## src/rtl/pixel_region_readout_ctrl_if.sv

```systemverilog
// rtl/pixel_region_readout_ctrl_if.sv - trigger, region and output-stream bundle for the region readout controller
// slave = controller side, master = trigger source / regions / stream sink side.

interface pixel_region_readout_ctrl_if #(
    parameter int NREG      = 4,
    parameter int DATA_BITS = 16
);
    logic                      TrigValid;
    logic [4:0]                TrigId;
    logic                      TrigReady;
    logic [4:0]                L1Req;
    logic [NREG-1:0]           RegReq;
    logic [NREG*DATA_BITS-1:0] RegData;
    logic [NREG-1:0]           ReadData;
    logic                      OutValid;
    logic                      OutReady;
    logic [DATA_BITS-1:0]      OutData;
    logic                      OutEoe;
    logic [4:0]                OutTrigId;
    logic                      Busy;
    logic                      TqFull;

    modport slave (
        input  TrigValid, TrigId, RegReq, RegData, OutReady,
        output TrigReady, L1Req, ReadData, OutValid, OutData, OutEoe, OutTrigId, Busy, TqFull
    );

    modport master (
        output TrigValid, TrigId, RegReq, RegData, OutReady,
        input  TrigReady, L1Req, ReadData, OutValid, OutData, OutEoe, OutTrigId, Busy, TqFull
    );
endinterface

```

## src/rtl/pixel_region_readout_ctrl.sv

```systemverilog
// rtl/pixel_region_readout_ctrl.sv - trigger-queued readout of pixel-region latency memories into one output stream
// Optional macro CBA_READOUT_RR_EN: round-robin region selection; default is fixed lowest-index priority.

module pixel_region_readout_ctrl #(
    parameter int NREG      = 4,
    parameter int DATA_BITS = 16,
    parameter int TQ_DEPTH  = 4
) (
    input  logic                        Clk,
    input  logic                        ResetB,
    pixel_region_readout_ctrl_if.slave  bus
);
    localparam int KW = (NREG > 1) ? $clog2(NREG) : 1;
    localparam int QW = (TQ_DEPTH > 1) ? $clog2(TQ_DEPTH) : 1;
    localparam int CW = $clog2(TQ_DEPTH + 1);

    typedef enum logic [2:0] {
        IDLE   = 3'd0,
        SETTLE = 3'd1,
        SCAN   = 3'd2,
        READ   = 3'd3,
        OUT    = 3'd4,
        EOE    = 3'd5
    } state_t;

    state_t               state_q, state_d;
    logic [1:0]           settle_q, settle_d;
    logic [KW-1:0]        k_q, k_d;
    logic [4:0]           l1_req_q, l1_req_d;
    logic [4:0]           out_trig_id_q, out_trig_id_d;
    logic                 out_valid_q, out_valid_d;
    logic                 out_eoe_q, out_eoe_d;
    logic [DATA_BITS-1:0] out_data_q, out_data_d;
    logic [QW-1:0]        wr_ptr_q, wr_ptr_d;
    logic [QW-1:0]        rd_ptr_q, rd_ptr_d;
    logic [CW-1:0]        count_q, count_d;
    logic [4:0]           tq_q [TQ_DEPTH];
`ifdef CBA_READOUT_RR_EN
    logic [KW-1:0]        rr_ptr_q, rr_ptr_d;
    int                   rr_idx;
`endif

    logic                 trig_ready;
    logic                 push;
    logic                 pop;
    logic                 found;
    logic [KW-1:0]        sel;
    logic [NREG-1:0]      read_onehot;
    logic [DATA_BITS-1:0] reg_data_sel;

    // No pass-through: a full queue refuses the push even if IDLE pops the same cycle.
    assign trig_ready   = (count_q < CW'(TQ_DEPTH));
    assign push         = bus.TrigValid && trig_ready;
    assign pop          = (state_q == IDLE) && (count_q != '0);
    assign reg_data_sel = bus.RegData[int'(k_q)*DATA_BITS +: DATA_BITS];

    always_comb begin
        found = 1'b0;
        sel   = '0;
`ifdef CBA_READOUT_RR_EN
        rr_idx = 0;
        for (int i = 1; i <= NREG; i++) begin
            rr_idx = (int'(rr_ptr_q) + i) % NREG;
            if (!found && bus.RegReq[rr_idx]) begin
                found = 1'b1;
                sel   = KW'(rr_idx);
            end
        end
`else
        for (int i = 0; i < NREG; i++) begin
            if (!found && bus.RegReq[i]) begin
                found = 1'b1;
                sel   = KW'(i);
            end
        end
`endif
    end

    always_comb begin
        read_onehot = '0;
        if (state_q == READ) begin
            read_onehot[k_q] = 1'b1;
        end
    end

    always_comb begin
        state_d       = state_q;
        settle_d      = settle_q;
        k_d           = k_q;
        l1_req_d      = l1_req_q;
        out_trig_id_d = out_trig_id_q;
        out_valid_d   = out_valid_q;
        out_eoe_d     = out_eoe_q;
        out_data_d    = out_data_q;
        wr_ptr_d      = wr_ptr_q + QW'(push);
        rd_ptr_d      = rd_ptr_q + QW'(pop);
        count_d       = count_q + CW'(push) - CW'(pop);
`ifdef CBA_READOUT_RR_EN
        rr_ptr_d      = rr_ptr_q;
`endif

        case (state_q)
            IDLE: begin
                if (pop) begin
                    l1_req_d      = tq_q[rd_ptr_q];
                    out_trig_id_d = tq_q[rd_ptr_q];
                    settle_d      = 2'd2;
                    state_d       = SETTLE;
                end
            end
            SETTLE: begin
                if (settle_q == 2'd1) begin
                    state_d = SCAN;
                end else begin
                    settle_d = settle_q - 2'd1;
                end
            end
            SCAN: begin
                if (found) begin
                    k_d     = sel;
`ifdef CBA_READOUT_RR_EN
                    rr_ptr_d = sel;
`endif
                    state_d = READ;
                end else begin
                    out_valid_d = 1'b1;
                    out_eoe_d   = 1'b1;
                    out_data_d  = '0;
                    state_d     = EOE;
                end
            end
            READ: begin
                out_data_d  = reg_data_sel;
                out_valid_d = 1'b1;
                out_eoe_d   = 1'b0;
                state_d     = OUT;
            end
            OUT: begin
                // One settle cycle lets the popped region drop its request before rescanning.
                if (bus.OutReady) begin
                    out_valid_d = 1'b0;
                    settle_d    = 2'd1;
                    state_d     = SETTLE;
                end
            end
            EOE: begin
                if (bus.OutReady) begin
                    out_valid_d = 1'b0;
                    out_eoe_d   = 1'b0;
                    state_d     = IDLE;
                end
            end
            default: begin
                state_d = IDLE;
            end
        endcase
    end

    always_ff @(posedge Clk or negedge ResetB) begin
        if (!ResetB) begin
            state_q       <= IDLE;
            settle_q      <= '0;
            k_q           <= '0;
            l1_req_q      <= '0;
            out_trig_id_q <= '0;
            out_valid_q   <= 1'b0;
            out_eoe_q     <= 1'b0;
            out_data_q    <= '0;
            wr_ptr_q      <= '0;
            rd_ptr_q      <= '0;
            count_q       <= '0;
`ifdef CBA_READOUT_RR_EN
            rr_ptr_q      <= KW'(NREG - 1);
`endif
            for (int i = 0; i < TQ_DEPTH; i++) begin
                tq_q[i] <= '0;
            end
        end else begin
            state_q       <= state_d;
            settle_q      <= settle_d;
            k_q           <= k_d;
            l1_req_q      <= l1_req_d;
            out_trig_id_q <= out_trig_id_d;
            out_valid_q   <= out_valid_d;
            out_eoe_q     <= out_eoe_d;
            out_data_q    <= out_data_d;
            wr_ptr_q      <= wr_ptr_d;
            rd_ptr_q      <= rd_ptr_d;
            count_q       <= count_d;
`ifdef CBA_READOUT_RR_EN
            rr_ptr_q      <= rr_ptr_d;
`endif
            if (push) begin
                tq_q[wr_ptr_q] <= bus.TrigId;
            end
        end
    end

    assign bus.TrigReady = trig_ready;
    assign bus.TqFull    = (count_q == CW'(TQ_DEPTH));
    assign bus.Busy      = (state_q != IDLE);
    assign bus.L1Req     = l1_req_q;
    assign bus.ReadData  = read_onehot;
    assign bus.OutValid  = out_valid_q;
    assign bus.OutData   = out_data_q;
    assign bus.OutEoe    = out_eoe_q;
    assign bus.OutTrigId = out_trig_id_q;

endmodule

```

## src/flat_wrapper.sv

```systemverilog
// flat-port wrapper written by rule: the top's interface ports become plain ports
module pixel_region_readout_ctrl_flat 
#(
    parameter int NREG      = 4,
    parameter int DATA_BITS = 16,
    parameter int TQ_DEPTH  = 4
)
  (Clk, ResetB, bus_TrigValid, bus_TrigId, bus_RegReq, bus_RegData, bus_OutReady, bus_TrigReady, bus_L1Req, bus_ReadData, bus_OutValid, bus_OutData, bus_OutEoe, bus_OutTrigId, bus_Busy, bus_TqFull);
  pixel_region_readout_ctrl_if #(.NREG(NREG), .DATA_BITS(DATA_BITS)) bus_i ();
  input  logic Clk;
  input  logic ResetB;
  input wire logic [$bits(bus_i.TrigValid)-1:0] bus_TrigValid;
  input wire logic [$bits(bus_i.TrigId)-1:0] bus_TrigId;
  input wire logic [$bits(bus_i.RegReq)-1:0] bus_RegReq;
  input wire logic [$bits(bus_i.RegData)-1:0] bus_RegData;
  input wire logic [$bits(bus_i.OutReady)-1:0] bus_OutReady;
  output wire logic [$bits(bus_i.TrigReady)-1:0] bus_TrigReady;
  output wire logic [$bits(bus_i.L1Req)-1:0] bus_L1Req;
  output wire logic [$bits(bus_i.ReadData)-1:0] bus_ReadData;
  output wire logic [$bits(bus_i.OutValid)-1:0] bus_OutValid;
  output wire logic [$bits(bus_i.OutData)-1:0] bus_OutData;
  output wire logic [$bits(bus_i.OutEoe)-1:0] bus_OutEoe;
  output wire logic [$bits(bus_i.OutTrigId)-1:0] bus_OutTrigId;
  output wire logic [$bits(bus_i.Busy)-1:0] bus_Busy;
  output wire logic [$bits(bus_i.TqFull)-1:0] bus_TqFull;
  assign bus_i.TrigValid = bus_TrigValid;
  assign bus_i.TrigId = bus_TrigId;
  assign bus_i.RegReq = bus_RegReq;
  assign bus_i.RegData = bus_RegData;
  assign bus_i.OutReady = bus_OutReady;
  assign bus_TrigReady = bus_i.TrigReady;
  assign bus_L1Req = bus_i.L1Req;
  assign bus_ReadData = bus_i.ReadData;
  assign bus_OutValid = bus_i.OutValid;
  assign bus_OutData = bus_i.OutData;
  assign bus_OutEoe = bus_i.OutEoe;
  assign bus_OutTrigId = bus_i.OutTrigId;
  assign bus_Busy = bus_i.Busy;
  assign bus_TqFull = bus_i.TqFull;
  pixel_region_readout_ctrl #(.NREG(NREG), .DATA_BITS(DATA_BITS), .TQ_DEPTH(TQ_DEPTH)) u_core (.Clk(Clk), .ResetB(ResetB), .bus(bus_i));
endmodule
```

## config.mk

```make
export PLATFORM = sky130hd
export DESIGN_NAME = pixel_region_readout_ctrl_flat
export DESIGN_NICKNAME = d
export VERILOG_FILES = /design/src/rtl/pixel_region_readout_ctrl_if.sv /design/src/rtl/pixel_region_readout_ctrl.sv /design/src/flat_wrapper.sv
export SDC_FILE = /design/constraint.sdc
export NUM_CORES = 1
export LEC_CHECK = 0
export ABC_AREA = 1
export CORE_ASPECT_RATIO = 0.8
export CORE_MARGIN = 2
export CORE_UTILIZATION = 39
export DETAILED_ROUTE_END_ITERATION = 7
export GPL_TIMING_DRIVEN = 0
export PLACE_DENSITY = 0.82
export SYNTH_ARGS = -nofsm -noshare
export SYNTH_HDL_FRONTEND = slang
export SYNTH_SLANG_ARGS = --single-unit
```

## constraint.sdc

```tcl
create_clock -name Clk -period 2.9 [get_ports Clk]
set_input_delay 0.58 -clock Clk [delete_from_list [all_inputs] [get_ports Clk]]
set_output_delay 0.58 -clock Clk [all_outputs]
set_load 0.05 [all_outputs]
```

# ---- Word level (Yosys, flattened, before mapping)
# Index checks and enable logic that the tools add are counted.
dict set report totals {
  regBits 57
  inputBits 77
  out_inout_bits 35
  wordCells 99
}
dict set report op_classes {
  add_sub_neg 5
  order_cmp 6
  n_eq_ne 14
  shift 1
  mux 32
  bitwise_logic 2
  reduce_logical 25
}
# cell n
set op_table {}
lappend op_table {{$shiftx A64 B7 Y16} 1}
lappend op_table {{$pmux W16 S2} 1}
lappend op_table {{$bwmux W20} 1}
lappend op_table {{$pmux W3 S6} 1}
lappend op_table {{$mux W16} 1}
lappend op_table {{$mux W3} 5}
lappend op_table {{$mux W5} 3}
lappend op_table {{$reduce_bool A3 Y1} 5}
lappend op_table {{$bmux W5 S2} 1}
lappend op_table {{$demux W5 S2} 1}
lappend op_table {{$mux W2} 5}
lappend op_table {{$eq A3 B3 Y1 const B} 3}
lappend op_table {{$mux W1} 8}
lappend op_table {{$ne A2 B2 Y1 const B} 4}
lappend op_table {{$reduce_and A4 Y1} 2}
lappend op_table {{$logic_and A1 B1 Y1} 7}
lappend op_table {{$eq A3 B2 Y1 const B} 2}
lappend op_table {{$ge A3 B3 Y1 const B} 2}
lappend op_table {{$ne A2 B1 Y1 const B} 3}
lappend op_table {{$not A2 Y3} 2}
lappend op_table {{$pmux W1 S3} 2}
lappend op_table {{$pmux W2 S3} 1}
lappend op_table {{$reduce_and A2 Y1} 3}
lappend op_table {{$reduce_and A3 Y1} 2}
lappend op_table {{other kinds (16)} 19}

# ---- Depth between registers and ports, before layout
dict set report logic_depth {
  depth_word 12
  mapped_depth 12
  ltp_nobuf 11
}

# ---- Worst setup path before layout
# OpenSTA, ideal clock, no wires.
dict set report synth_path {
  kind {register to output}
  from {register u_core.state_q[2]}
  to {output port bus_ReadData[0]}
  arrival_ns 1.952
  required_time_ns 2.320
  path_slack_ns 0.368
  path_stages_with_launch 6
  n_path_buf 0
  path_cell_list {dfrtp_1 inv_2 nand2_4 nor2_4 inv_1 nor3_1}
}
dict set report synth_via {
  elab_chain_len 2
}
# item line
set synth_rtl {}
lappend synth_rtl {{start: declaration} pixel_region_readout_ctrl.sv:26} ;# state_t state_q, state_d;
lappend synth_rtl {{start signal: assignment} pixel_region_readout_ctrl.sv:179} ;# state_q <= state_d;
lappend synth_rtl {{$eq A3 B2 Y1} pixel_region_readout_ctrl.sv:81} ;# if (state_q == READ) begin
lappend synth_rtl {{$mux W4} pixel_region_readout_ctrl.sv:81}
lappend synth_rtl {{end: declaration} flat_wrapper.sv:19} ;# output wire logic [$bits(bus_i.ReadData)-1:0] bus_ReadData;
# Every way passes these cells.

# ---- Final worst setup path
dict set report layout_path {
  from {register u_core.state_q[2]}
  to {output port bus_ReadData[2]}
}
# Same word-level chain as after synthesis.

==> impl_metrics.json <==
{
  "cpPeakStageDelay_ns": 0.55,
  "syn-num-nets": 490,
  "hold_buffers": 0,
  "nets": 613,
  "fin_cells": 641,
  "die_w_um": 103,
  "coreArea_um2": 7500,
  "whs_ns": 0.189,
  "grt_start_max_net_pins": 38,
  "path_delay_family": "buffers and inverters",
  "tightest_slew_ns": 0.534,
  "cp_cell_sequence": "inv_2 > nand2_4 > nor2_4 > inv_1 > nor3_1 > dlygate4sd2_1",
  "max_clock_freq_mhz": 374,
  "switching_share_pct": 49.4,
  "leakage_uw": 0.00216,
  "cp_num_buf_inv": 3,
  "dp.cells": 625,
  "clock_latency_ns": 0.34,
  "status": "complete, no violations",
  "htree_num_levels": 3,
  "pwr-share-seq_pct": 28.8,
  "min_period_ns": 2.67,
  "grt_pass1_vias": 3213,
  "report.final.slew_viol_count": 0,
  "intPower_uw": 2480,
  "total_power_uw": 4910,
  "placementRows": 28,
  "wire_per_inst_um": 12.9,
  "timing.reg2reg.worst_path_depth": 11,
  "critPathSlowestCell": "dlygate4sd2_1",
  "grt_pass1_wl_um": 14200,
  "synth_area_leaders": "dfrtp_1 (47%), nand2_1 (22%), o21ai_0 (6.9%), nor2_1 (3.9%), nand4_1 (3.7%)",
  "drive_above_1_share_pct": 7.84,
  "cts.sinks": 57,
  "detail-route-antenna-nets": 0,
  "ioPinCount": 112,
  "power.share.clock_pct": 13.4,
  "cts_buffers": 9,
  "dr.pass1.iters": 5,
  "synth_area_um2": 3050,
  "required_ns": 2.32,
  "yosysSeqAreaShare_pct": 46.8,
  "die_h_um": 83.1,
  "clock_skew_ns": 0.00979,
  "critical_path_class": "flip-flop to output port",
  "hold_violations": 0,
  "grtUsageMet2_pct": 33.9,
  "hold_path.class": "input port to asynchronous set/reset pin",
  "ctsRootBufferMaster": "clkbuf_8",
  "grt_usage_pct": 20.9,
  "place_area_um2": 4310,
  "portBuffers": 111,
  "stdcell_area_um2": 4490,
  "area_delta_synth_final_pct": 47.0,
  "insertedDiodeCount": 0,
  "synthArstFlopShare_pct": 100,
  "gr-usage-met1_pct": 26.5,
  "dieArea_um2": 8550,
  "fin_crit_sh_pct": 92.1,
  "drt_wl_total_um": 8260,
  "synth.distinct_cells": 24,
  "cts_buffer_depth": 2,
  "synth_ff_type": "dfrtp_1",
  "worstPathArrival_ns": 2.09,
  "fin_ws_ns": 0.229,
  "slew_headroom_pct": 64.3,
  "ir_drop_v": 0.000481,
  "overflow": 0,
  "syn_avg_cell_area_um2": 7.48,
  "synth-edff-count": 0,
  "synth_seq_cells": 57,
  "drt_iter0_drc": 118,
  "startpoint_type": "flip-flop",
  "antenna_found_initial": 0,
  "vias": 3144,
  "dp_hpwl_um": 6340,
  "cp_num_cells": 6,
  "tritoncts": "done",
  "yosysWarnings": 0,
  "gp_congestion": 0.877,
  "p_switching_uw": 2430,
  "pre_cts_ws_ns": 0.295,
  "grt_setup_unrepaired": "no",
  "busiest_layer": "met2",
  "crit_path_end_kind": "output port",
  "synthCells": 408,
  "vias_per_cell": 4.90,
  "n_fill_cell": 677,
  "path_max_fanout": 9,
  "use_met3_pct": 6.23,
  "remaining_drc_errors": 0,
  "drv_cap": 0,
  "start_util_pct": 40.7,
  "setup-violations-final": 0,
  "path_clk_slew_ns": 0.07,
  "p_per_area_nw_per_um2": 1090,
  "post-synth-top-area-cell": "dfrtp_1",
  "p_comb_share_pct": 57.8,
  "yosys.area.top_type_share_pct": 46.8
}
==> sequential cells by signal, summed over array words and instances, names as in the netlist <==
signal	cells
u_core.bus.OutData	16
u_core.settle_q	2
u_core.bus.OutEoe	1
u_core.wr_ptr_q	2
u_core.rd_ptr_q	2
u_core.tq_q	20
u_core.count_q	3
u_core.bus.OutValid	1
u_core.k_q	2
u_core.bus.L1Req	5
u_core.state_q	3
==> cells by family after synthesis <==
family / after synthesis / share of synthesized area [%]
compound gates: 44 / 7.59
xor+xnor: 4 / 1.15
fa+ha+maj: 5 / 2.30
buf+inv: 45 / 7.05
flops: 57 / 46.8
simple gates: 253 / 35.2
==> synth_stat cells (3+ instances only) <==
cell	count
buf_4	10
clkbuf_1	3
dfrtp_1	57
ha_1	4
inv_1	27
inv_2	3
nand2_1	175
nand3_1	15
nand4_1	18
nor2_1	32
nor2_4	5
nor3_1	4
o21ai_0	42
xor2_1	3
==> final cells by class <==
cell class	count	area [µm²]	area share, %
tap	105	131	2.93
clock inverter	7	55.1	1.23
timing repair buffer	112	1120	25.1
sequential	57	1430	31.8
clock buffer	9	124	2.76
inverter	30	113	2.51
multi-input combinational	306	1410	31.4
buffer	15	103	2.29
==> power by group through the flow <==
stage / Sequential [µW] / Clock, µW / Combinational, µW
after floorplan: 1850 / 0 / 1510
after global placement: 1410 / 0 / 2760
after detailed placement: 1420 / 0 / 2850
after CTS: 1410 / 677 / 2850
after global routing: 1470 / 724 / 3130
final: 1420 / 658 / 2840
==> cells in the final DEF, fill, tap and decap left out, types with 4 or more instances in the layout <==
cell,count
clkdlybuf4s50_1,106
o21ai_0,42
ha_1,4
nor3_1,4
nor2_4,5
buf_4,10
clkbuf_8,9
nand2_1,175
nor2_1,32
dfrtp_1,57
nand3_1,15
nand4_1,18
inv_1,27
==> what timing repair did <==
action | 4_1_cts | 5_1_grt
gates resized for setup | 3 | 1
setup endpoints to repair | 3 | 1
setup buffers | 0 | 0
hold endpoints to repair | 0 | 0
==> path summary, 6_finish.rpt <==
check                                                from                              to  slack (ns)
max in group asynchronous                          ResetB      u_core.tq_q[4]$_DFFE_PN0P_        2.14
min reg2reg                u_core.settle_q[1]$_DFFE_PN0P_  u_core.settle_q[1]$_DFFE_PN0P_        0.48
min                                                ResetB       u_core.k_q[0]$_DFFE_PN0P_        0.19
min in group Clk           u_core.settle_q[1]$_DFFE_PN0P_  u_core.settle_q[1]$_DFFE_PN0P_        0.48
max reg2reg                 u_core.state_q[2]$_DFFE_PN0P_     u_core.count_q[2]$_DFF_PN0_        0.64
max                         u_core.state_q[2]$_DFFE_PN0P_                 bus_ReadData[2]        0.23
==> metrics by stage <==
step	TNS, ns	util, %
final	0	59.8
after CTS	0	59.8
after detailed placement	0	57.5
after global routing	0	59.8
after floorplan	0	-
after global placement	-27.03	57.3
==> layer usage <==
layer / routed length (µm) / vias up
li1: - / 1547
met1: 3720 / 1472
met2: 3940 / 99
met3: 392 / 26
met4: 211 / 0
met5: 0 / -
No activity file was read; power rests on OpenSTA's default activity.
